## src/rtl/queue_seq_pkg.sv

```systemverilog
// Shared state encoding and defaults for the queue sequencer.
package queue_seq_pkg;

    localparam int FRAME_LEN_DEF = 784;

    typedef enum logic [2:0] {
        IDLE  = 3'd0,
        FILL  = 3'd1,
        RUN   = 3'd2,
        DRAIN = 3'd3,
        DONE  = 3'd4
    } state_t;

endpackage

```

## src/rtl/queue_seq_if.sv

```systemverilog
// Handshake and storage strobes between the sequencer (master) and its surroundings (slave).
interface queue_seq_if;
    logic in_vld;
    logic in_rdy;
    logic out_rdy;
    logic q_push;
    logic q_pop;
    logic out_vld;

    modport master (input in_vld, out_rdy, output in_rdy, q_push, q_pop, out_vld);
    modport slave  (output in_vld, out_rdy, input in_rdy, q_push, q_pop, out_vld);
endinterface

```

## src/rtl/queue_seq_frame_cnt.sv

```systemverilog
// Saturating per-frame push/pop counters with terminal and one-before-terminal flags.
module qs_frame_cnt
    import queue_seq_pkg::*;
#(
    parameter int LIMIT = FRAME_LEN_DEF
) (
    input  logic clk,
    input  logic rst,
    input  logic clr,
    input  logic in_inc,
    input  logic out_inc,
    output logic in_term,
    output logic in_last,
    output logic out_term
);

    localparam int W = $clog2(LIMIT + 1);

    logic [W-1:0] in_cnt;
    logic [W-1:0] out_cnt;

    always_ff @(posedge clk) begin
        if (!rst) begin
            in_cnt  <= '0;
            out_cnt <= '0;
        end else if (clr) begin
            in_cnt  <= '0;
            out_cnt <= '0;
        end else begin
            if (in_inc && !in_term)   in_cnt  <= in_cnt + 1'b1;
            if (out_inc && !out_term) out_cnt <= out_cnt + 1'b1;
        end
    end

    assign in_term  = (in_cnt == W'(LIMIT));
    assign in_last  = (in_cnt == W'(LIMIT - 1));
    assign out_term = (out_cnt == W'(LIMIT));

endmodule

```

## src/rtl/queue_seq.sv

```systemverilog
// Frame sequencer driving an external queue storage. Optional macro QUEUE_SEQ_ERR_EN
// adds a sticky err output for start requests arriving outside IDLE.
module queue_seq
    import queue_seq_pkg::*;
#(
    parameter int WIDTH     = 8,
    parameter int DEPTH     = 3,
    parameter int FRAME_LEN = FRAME_LEN_DEF
) (
    input  logic                       clk,
    input  logic                       rst,
    input  logic                       ce,
    input  logic                       start,
    queue_seq_if.master                qif,
    output logic [$clog2(DEPTH+1)-1:0] count,
    output logic                       busy,
    output logic                       done
`ifdef QUEUE_SEQ_ERR_EN
    ,
    output logic                       err
`endif
);

    localparam int CW = $clog2(DEPTH + 1);
    localparam logic [CW-1:0] FULL    = CW'(DEPTH);
    localparam logic [CW-1:0] FULL_M1 = CW'(DEPTH - 1);

    if (WIDTH < 1 || DEPTH < 1) begin : g_bad_cfg
        $error("queue_seq: WIDTH and DEPTH must be at least 1");
    end

    state_t state, state_nxt;
    logic   push, pop, clr, run_ph;
    logic   in_term, in_last, out_term;
    logic   rd_vld;

    assign run_ph = (state == FILL) || (state == RUN);
    assign clr    = ce && start && (state == IDLE);
    assign pop    = ce && qif.out_rdy && (count != '0) && ((state == RUN) || (state == DRAIN));
    // A same-cycle pop frees a slot, so a full queue still accepts in RUN.
    assign qif.in_rdy = ce && run_ph && !in_term && ((count < FULL) || pop);
    assign push       = qif.in_vld && qif.in_rdy;

    assign qif.q_push = push;
    assign qif.q_pop  = pop;

    qs_frame_cnt #(.LIMIT(FRAME_LEN)) u_frame_cnt (
        .clk      (clk),
        .rst      (rst),
        .clr      (clr),
        .in_inc   (push),
        .out_inc  (pop),
        .in_term  (in_term),
        .in_last  (in_last),
        .out_term (out_term)
    );

    always_ff @(posedge clk) begin
        if (!rst)                count <= '0;
        else if (clr)            count <= '0;
        else if (push && !pop)   count <= count + 1'b1;
        else if (pop && !push)   count <= count - 1'b1;
    end

    always_ff @(posedge clk) begin
        if (!rst) state <= IDLE;
        else      state <= state_nxt;
    end

    always_comb begin
        state_nxt = state;
        case (state)
            IDLE:  if (ce && start) state_nxt = FILL;
            FILL: begin
                if (push && in_last)                state_nxt = DRAIN;
                else if (push && (count == FULL_M1)) state_nxt = RUN;
            end
            RUN:   if (push && in_last) state_nxt = DRAIN;
            DRAIN: if (ce && (count == '0) && out_term) state_nxt = DONE;
            DONE:  if (ce) state_nxt = IDLE;
            default: state_nxt = IDLE;
        endcase
    end

    // Frozen with ce so a read issued just before a stall is still reported after it.
    always_ff @(posedge clk) begin
        if (!rst)    rd_vld <= 1'b0;
        else if (ce) rd_vld <= pop;
    end

    assign qif.out_vld = rd_vld && ce;
    assign busy        = (state != IDLE);
    assign done        = (state == DONE) && ce;

`ifdef QUEUE_SEQ_ERR_EN
    always_ff @(posedge clk) begin
        if (!rst)                                err <= 1'b0;
        else if (ce && start && state != IDLE)   err <= 1'b1;
    end
`endif

endmodule

```

## src/flat_wrapper.sv

```systemverilog
// flat-port wrapper written by rule: the top's interface ports become plain ports
module queue_seq_flat import queue_seq_pkg::*;
#(
    parameter int WIDTH     = 8,
    parameter int DEPTH     = 3,
    parameter int FRAME_LEN = FRAME_LEN_DEF
)
  (clk, rst, ce, start, count, busy, done, qif_in_vld, qif_out_rdy, qif_in_rdy, qif_q_push, qif_q_pop, qif_out_vld);
  queue_seq_if qif_i ();
  input  logic clk;
  input  logic rst;
  input  logic ce;
  input  logic start;
  output logic [$clog2(DEPTH+1)-1:0] count;
  output logic busy;
  output logic done;
  input wire logic [$bits(qif_i.in_vld)-1:0] qif_in_vld;
  input wire logic [$bits(qif_i.out_rdy)-1:0] qif_out_rdy;
  output wire logic [$bits(qif_i.in_rdy)-1:0] qif_in_rdy;
  output wire logic [$bits(qif_i.q_push)-1:0] qif_q_push;
  output wire logic [$bits(qif_i.q_pop)-1:0] qif_q_pop;
  output wire logic [$bits(qif_i.out_vld)-1:0] qif_out_vld;
  assign qif_i.in_vld = qif_in_vld;
  assign qif_i.out_rdy = qif_out_rdy;
  assign qif_in_rdy = qif_i.in_rdy;
  assign qif_q_push = qif_i.q_push;
  assign qif_q_pop = qif_i.q_pop;
  assign qif_out_vld = qif_i.out_vld;
  queue_seq #(.WIDTH(WIDTH), .DEPTH(DEPTH), .FRAME_LEN(FRAME_LEN)) u_core (.clk(clk), .rst(rst), .ce(ce), .start(start), .qif(qif_i), .count(count), .busy(busy), .done(done));
endmodule
```

## config.mk

```make
export PLATFORM = sky130hd
export DESIGN_NAME = queue_seq_flat
export DESIGN_NICKNAME = d
export VERILOG_FILES = /design/src/rtl/queue_seq_pkg.sv /design/src/rtl/queue_seq_if.sv /design/src/rtl/queue_seq_frame_cnt.sv /design/src/rtl/queue_seq.sv /design/src/flat_wrapper.sv
export SDC_FILE = /design/constraint.sdc
export NUM_CORES = 1
export LEC_CHECK = 0
export BUFFER_PORTS_ARGS = -buffer_cell sky130_fd_sc_hd__buf_2
export CAP_MARGIN = 20
export CORE_ASPECT_RATIO = 1.75
export CORE_MARGIN = 2
export CORE_UTILIZATION = 55
export CTS_BUF_LIST = sky130_fd_sc_hd__clkbuf_2
export CTS_CLUSTER_SIZE = 40
export DETAILED_ROUTE_END_ITERATION = 12
export PLACE_DENSITY = 0.82
export REMOVE_ABC_BUFFERS = 1
export SYNTH_ARGS = -nofsm -noshare
export SYNTH_HDL_FRONTEND = slang
export SYNTH_SLANG_ARGS = --single-unit
```

## constraint.sdc

```tcl
create_clock -name clk -period 2.3 [get_ports clk]
set_clock_uncertainty 0.1 [all_clocks]
set_input_delay 0.23 -clock clk [delete_from_list [all_inputs] [get_ports clk]]
set_output_delay 0.23 -clock clk [all_outputs]
set_load 0.01 [all_outputs]
```

### Yosys cells after proc, flatten, opt, wreduce, memory -nomap -nowiden

Index checks and enable logic that the tools add are counted.

| operators by class | value |
|---|---|
| add/sub/neg operators | 4 |
| $lt $le $gt $ge | 1 |
| equality and inequality tests | 13 |
| mux-type cells | 9 |
| bitwise operators | 1 |
| reduce and logical (&&, ||, !) cells | 33 |

Operators with widths:

| cell | count |
|---|---|
| $eq A10 B10 Y1 const B | 3 |
| $add A10 B1 Y10 const B | 2 |
| $logic_and A1 B1 Y1 | 19 |
| $mux W3 | 6 |
| $pmux W3 S5 | 1 |
| $ne A2 B2 Y1 const B | 4 |
| $eq A3 B2 Y1 const B | 2 |
| $reduce_and A5 Y1 | 1 |
| $logic_not A1 Y1 | 4 |
| $mux W2 | 2 |
| $reduce_bool A2 Y1 | 2 |
| $eq A3 B1 Y1 const B | 1 |
| $eq A3 B3 Y1 const B | 1 |
| $logic_not A3 Y1 | 1 |
| $logic_or A1 B1 Y1 | 3 |
| $ne A3 B3 Y1 const B | 1 |
| $reduce_bool A3 Y1 | 1 |
| $add A2 B1 Y2 const B | 1 |
| $eq A2 B2 Y1 const B | 1 |
| $logic_not A2 Y1 | 1 |
| $lt A2 B2 Y1 const B | 1 |
| $reduce_or A2 Y1 | 1 |
| $sub A2 B1 Y2 const B | 1 |
| $not A1 Y1 | 1 |

| word-level totals | value |
|---|---|
| bits in registers | 26 |
| bits of input ports | 6 |
| output and inout port bits | 8 |
| logic and storage cells | 66 |

### Logic depth before layout (Yosys ltp)

| logic depth | value |
|---|---|
| depth after elaboration | 10 |
| gate-level depth with buffers | 11 |
| depth with buffers taken out | 10 |

### Cells and area by module

Synthesis repeated with hierarchy kept, for this count alone.

| unflattened totals | value |
|---|---|
| cells, all modules | 193 |
| area total of the unflattened synthesis | 1600.3 µm² |

Modules (own cells, without submodules):

| module | times used | cells an instance | area an instance (µm²) | sequential area each (µm²) |
|---|---|---|---|---|
| qs_frame_cnt | 1 | 135 | 1124.8 | 400.4 |
| queue_seq | 1 | 58 | 475.5 | 120.1 |

### Worst setup path after synthesis

No wires, ideal clock.

| path | value |
|---|---|
| path kind | register to register |
| start | register u_core.u_frame_cnt.in_cnt[0] |
| end | register u_core.count[1] |
| setup time | 0.070 ns |
| data arrival time | 2.132 ns |
| data required time | 2.130 ns |
| path slack | -0.002 ns |
| cell stages (with the launch flop) | 11 |
| path buffers | 1 |
| clock period less this slack | 2.302 ns |
| path through | dfxtp_1 inv_1 ha_1 nand4bb_1 o31a_2 o211ai_4 buf_4 inv_1 ha_1 or3_1 a21oi_1 |

| between the ends | value |
|---|---|
| cells in the longest elaborated chain, start to end | 8 |
| elaborated cells between the ends (all ways) | 10 |
| classes of those cells | eq/ne (1); mux (1); reduce/logical (8) |

Ends and longest elaborated chain:

| item | RTL line | RTL |
|---|---|---|
| start: declaration | queue_seq_frame_cnt.sv:19 | `logic [W-1:0] in_cnt;` |
| start signal: assignment | queue_seq_frame_cnt.sv:30 | `if (in_inc && !in_term) in_cnt <= in_cnt + 1'b1;` |
| $eq A10 B10 Y1 * | queue_seq_frame_cnt.sv:35 | `assign in_term = (in_cnt == W'(LIMIT));` |
| $logic_not A1 Y1 * | queue_seq.sv:41 | `assign qif.in_rdy = ce && run_ph && !in_term && ((count < FULL) \|\| pop);` |
| $logic_and A1 B1 Y1 * (2 in series) | queue_seq.sv:41 |  |
| $logic_and A1 B1 Y1 * | queue_seq.sv:42 | `assign push = qif.in_vld && qif.in_rdy;` |
| via qif_q_push | flat_wrapper.sv:20 | `output wire logic [$bits(qif_i.q_push)-1:0] qif_q_push;` |
| $logic_not A1 Y1 | queue_seq.sv:62 | `else if (pop && !push) count <= count - 1'b1;` |
| $logic_and A1 B1 Y1 | queue_seq.sv:62 |  |
| $reduce_bool A2 Y1 (no source line) | - |  |
| end signal: assignment | queue_seq.sv:61 | `else if (push && !pop) count <= count + 1'b1;` |
| end signal: assignment | queue_seq.sv:62 |  |
| end: declaration | queue_seq.sv:15 | `output logic [$clog2(DEPTH+1)-1:0] count,` |

Mark *: on every way through the listed nets, which the timed path passes. The rest lies on a longest branch.
A chain may end at the register's enable or synchronous reset.

### Worst setup path after layout

| path | value |
|---|---|
| start | register u_core.u_frame_cnt.in_cnt[0] |
| end | output port qif_q_push |

| between the ends | value |
|---|---|
| cells in the longest elaborated chain, start to end | 5 |

Ends and longest elaborated chain:

| item | RTL line |
|---|---|
| $eq A10 B10 Y1 | queue_seq_frame_cnt.sv:35 |
| $logic_not A1 Y1 | queue_seq.sv:41 |
| $logic_and A1 B1 Y1 (2 in series) | queue_seq.sv:41 |
| $logic_and A1 B1 Y1 | queue_seq.sv:42 |
| end: declaration | flat_wrapper.sv:20 |

No other way between the ends.

==> impl_metrics.env <==
export IMPL_status="finished clean"
export IMPL_finalCritPeriodShare=0.973
export IMPL_drt_initial_drc_count=51
export IMPL_cp_endpoint="qif_q_push"
export IMPL_grt_pass1_vias=1439
export IMPL_synth_seq_area_share=0.347
export IMPL_gp_congestion=0.845
export IMPL_peakVddDrop_v=0.000452
export IMPL_place_inst=217
export IMPL_yosysWarnings=0
export IMPL_wl_per_cell_um=15.8
export IMPL_floorplan_initialDensity=0.565
export IMPL_period_minus_slack_ps=2240
export IMPL_synthArstFlopShare=0
export IMPL_worstPathArrival_ps=1910
export IMPL_fin_cells=228
export IMPL_overflow=0
export IMPL_wirelength_um=3600
export IMPL_synthCells=176
export IMPL_place_port_buffers=13
export IMPL_cp_start_kind="flop"
export IMPL_antenna_found_initial=0
export IMPL_avgViaCountPerCell=6.31
export IMPL_reg2reg_to="u_core.count[1]$_SDFFE_PP0P_"
export IMPL_synth_top_cell_area_share=0.347
export IMPL_tritoncts="done"
export IMPL_synth_area_leaders="dfxtp_1 35%, a21oi_1 5.0%, ha_1 4.2%"
export IMPL_synth_main_ff_cell="dfxtp_1"
export IMPL_nets=213
export IMPL_ant_nets=0
export IMPL_clkTransAtPathRegs_ps=250
export IMPL_syn_area_mm2=0.00150
export IMPL_clk_path_buf_depth=2
export IMPL_die_area_mm2=0.00318
export IMPL_drive_gt1_frac=0.234
export IMPL_maxSlewHeadroom=0.481
export IMPL_track_usage=0.235
export IMPL_cts_buffers=3
export IMPL_power_density_mw_per_mm2=558
export IMPL_num_antenna_cells=0
export IMPL_dr_pass1_iters=4
export IMPL_synth_cell_types=43
export IMPL_r2r_start="u_core.u_frame_cnt.in_cnt[0]$_SDFFE_PP0P_"
export IMPL_post_place_ws_ps=114
export IMPL_hp_class="in -> reg"
export IMPL_dp_hpwl_um=2590
export IMPL_yosys_area_top_type="dfxtp_1"
export IMPL_synth_edf_count=0
export IMPL_grt_max_degree=23
export IMPL_cts_sinks=26
export IMPL_core_mm2=0.00266
export IMPL_fmax_mhz=447
export IMPL_path_max_fanout=3
export IMPL_synth_area_per_cell_um2=8.53
export IMPL_ys_seq_elements=26
export IMPL_grt_pass1_wl_um=5800
export IMPL_vias=1438
export IMPL_finalSetupViolCount=0
export IMPL_slew_viol_final=0
export IMPL_required_ps=1970
export IMPL_die_h_um=73.1
export IMPL_post_route_util=0.652
export IMPL_htree_levels=1
export IMPL_cts_root_buffer="clkbuf_2"
export IMPL_critPathKind="reg -> out"
export IMPL_cap_violations=0
export IMPL_drcViolationCount=0
export IMPL_reg2reg_slack_ps=90
export IMPL_finalHoldViolCount=0
export IMPL_rows=25
export IMPL_endpoint_kind="output pin"
export IMPL_leakagePower_nw=0.637
export IMPL_dieWidth_um=43.5
export IMPL_clk_latency_ps=380
export IMPL_tightest_slew_ps=776
export IMPL_tns_ps=0
export IMPL_ios=14
export IMPL_holdWs_ps=58.6
export IMPL_area_delta_synth_final_pct=15.5
export IMPL_r2r_worst_path_cells=10
export IMPL_setup_slack_ps=62.2
export IMPL_startpoint="u_core.u_frame_cnt.in_cnt[0]$_SDFFE_PP0P_"
==> area by class of cell <==
class / count / area, µm²
tap: 27 / 33.8
inverter: 12 / 45.0
sequential: 26 / 526
clock inverter: 1 / 30.0
clock buffer: 3 / 15.0
timing repair buffer: 26 / 165
multi-input combinational: 133 / 920
fill: 211 / 925
==> layer usage <==
layer	track usage	up-vias	share of wire
li1	-	679	-
met1	0.221	702	0.38
met2	0.449	43	0.56
met3	0.0248	14	0.025
met4	0.158	0	0.034
met5	0	-	0
==> metrics by stage <==
stage	power, mW	cell area, µm²
after global routing	0.995	1730
after global placement	0.649	1620
after floorplan	0.609	1480
after CTS	0.952	1680
final	0.967	1730
after detailed placement	0.659	1620
==> flip-flops by register name, indices dropped and copies added (netlist names) <==
name	cells
u_core.u_frame_cnt.in_cnt	10
u_core.state	3
u_core.rd_vld	1
u_core.u_frame_cnt.out_cnt	10
u_core.count	2
==> cell families after synthesis <==
logic type	after synthesis	synth area share
AND/OR/NAND/NOR	75	0.301
AO/OA/AOI/OAI	40	0.186
flip-flops	26	0.347
buffers and inverters	17	0.0467
XOR/XNOR	10	0.0583
adder cells (fa/ha/maj)	5	0.0417
multiplexers	3	0.0200
==> power breakdown <==
| group | internal (mW) | switching [mW] |
|---|---|---|
| logic | 0.0817 | 0.0986 |
| registers | 0.462 | 0.0264 |
| clock network | 0.149 | 0.149 |
| total | 0.693 | 0.274 |
==> critical path, stage by stage, from the launching register on <==
cell	delay [ps]
dfxtp_2	400
inv_2	60
ha_2	150
nand4bb_1	110
o31a_2	400
o211ai_4	90
inv_2	60
buf_4	130
buf_2	130
==> layout by cell type (no fill, tap or decap), types with 3 or more instances in the layout <==
cell type,instances
dfxtp_1,24
nor2_1,16
a21oi_1,14
buf_2,13
buf_4,12
inv_1,9
or3_1,9
nand3_1,9
nand2_1,8
o21ai_0,6
xor2_1,6
nand4_1,5
o21ai_1,4
xnor2_1,4
or4_1,4
nand2b_4,3
inv_2,3
and3_1,3
mux2i_1,3
o31ai_1,3
ha_1,3
clkbuf_2,3
==> synthesized netlist by cell type (2+ instances only) <==
| cell type | instances |
|---|---|
| dfxtp_1 | 26 |
| nor2_1 | 16 |
| a21oi_1 | 15 |
| inv_1 | 12 |
| nand3_1 | 9 |
| or3_1 | 9 |
| nand2_1 | 8 |
| o21ai_0 | 6 |
| xor2_1 | 6 |
| ha_1 | 5 |
| nand4_1 | 5 |
| o21ai_1 | 4 |
| or4_1 | 4 |
| xnor2_1 | 4 |
| and3_1 | 3 |
| mux2i_1 | 3 |
| nand2b_4 | 3 |
| o31ai_1 | 3 |
| and2_1 | 2 |
| buf_2 | 2 |
| clkbuf_1 | 2 |
| nand2b_1 | 2 |
| nand4bb_1 | 2 |
| nor3_1 | 2 |
| nor3b_1 | 2 |
| nor4b_1 | 2 |
| o2111ai_1 | 2 |
| o21a_1 | 2 |
==> worst min path at each step <==
stage | from | to | slack, ps | cells past startpoint
floorplan | rst | u_core.state[1]$_SDFFE_PN0P_ | 250 | 1
global placement | u_core.rd_vld$_SDFFE_PN0P_ | u_core.rd_vld$_SDFFE_PN0P_ | 350 | 2
detailed placement | u_core.rd_vld$_SDFFE_PN0P_ | u_core.rd_vld$_SDFFE_PN0P_ | 370 | 2
CTS | ce | u_core.rd_vld$_SDFFE_PN0P_ | 50 | 3
global route | ce | u_core.rd_vld$_SDFFE_PN0P_ | 90 | 3
finish | ce | u_core.rd_vld$_SDFFE_PN0P_ | 60 | 3
==> what timing repair did <==
item                                    CTS  global route
resized for setup                         0             9
endpoints found under the setup margin    0             1
setup buffers                             0             6
hold buffers                              1             0
hold endpoints to repair                  1             0
Note: power is estimated with default switching activity, not from simulation.
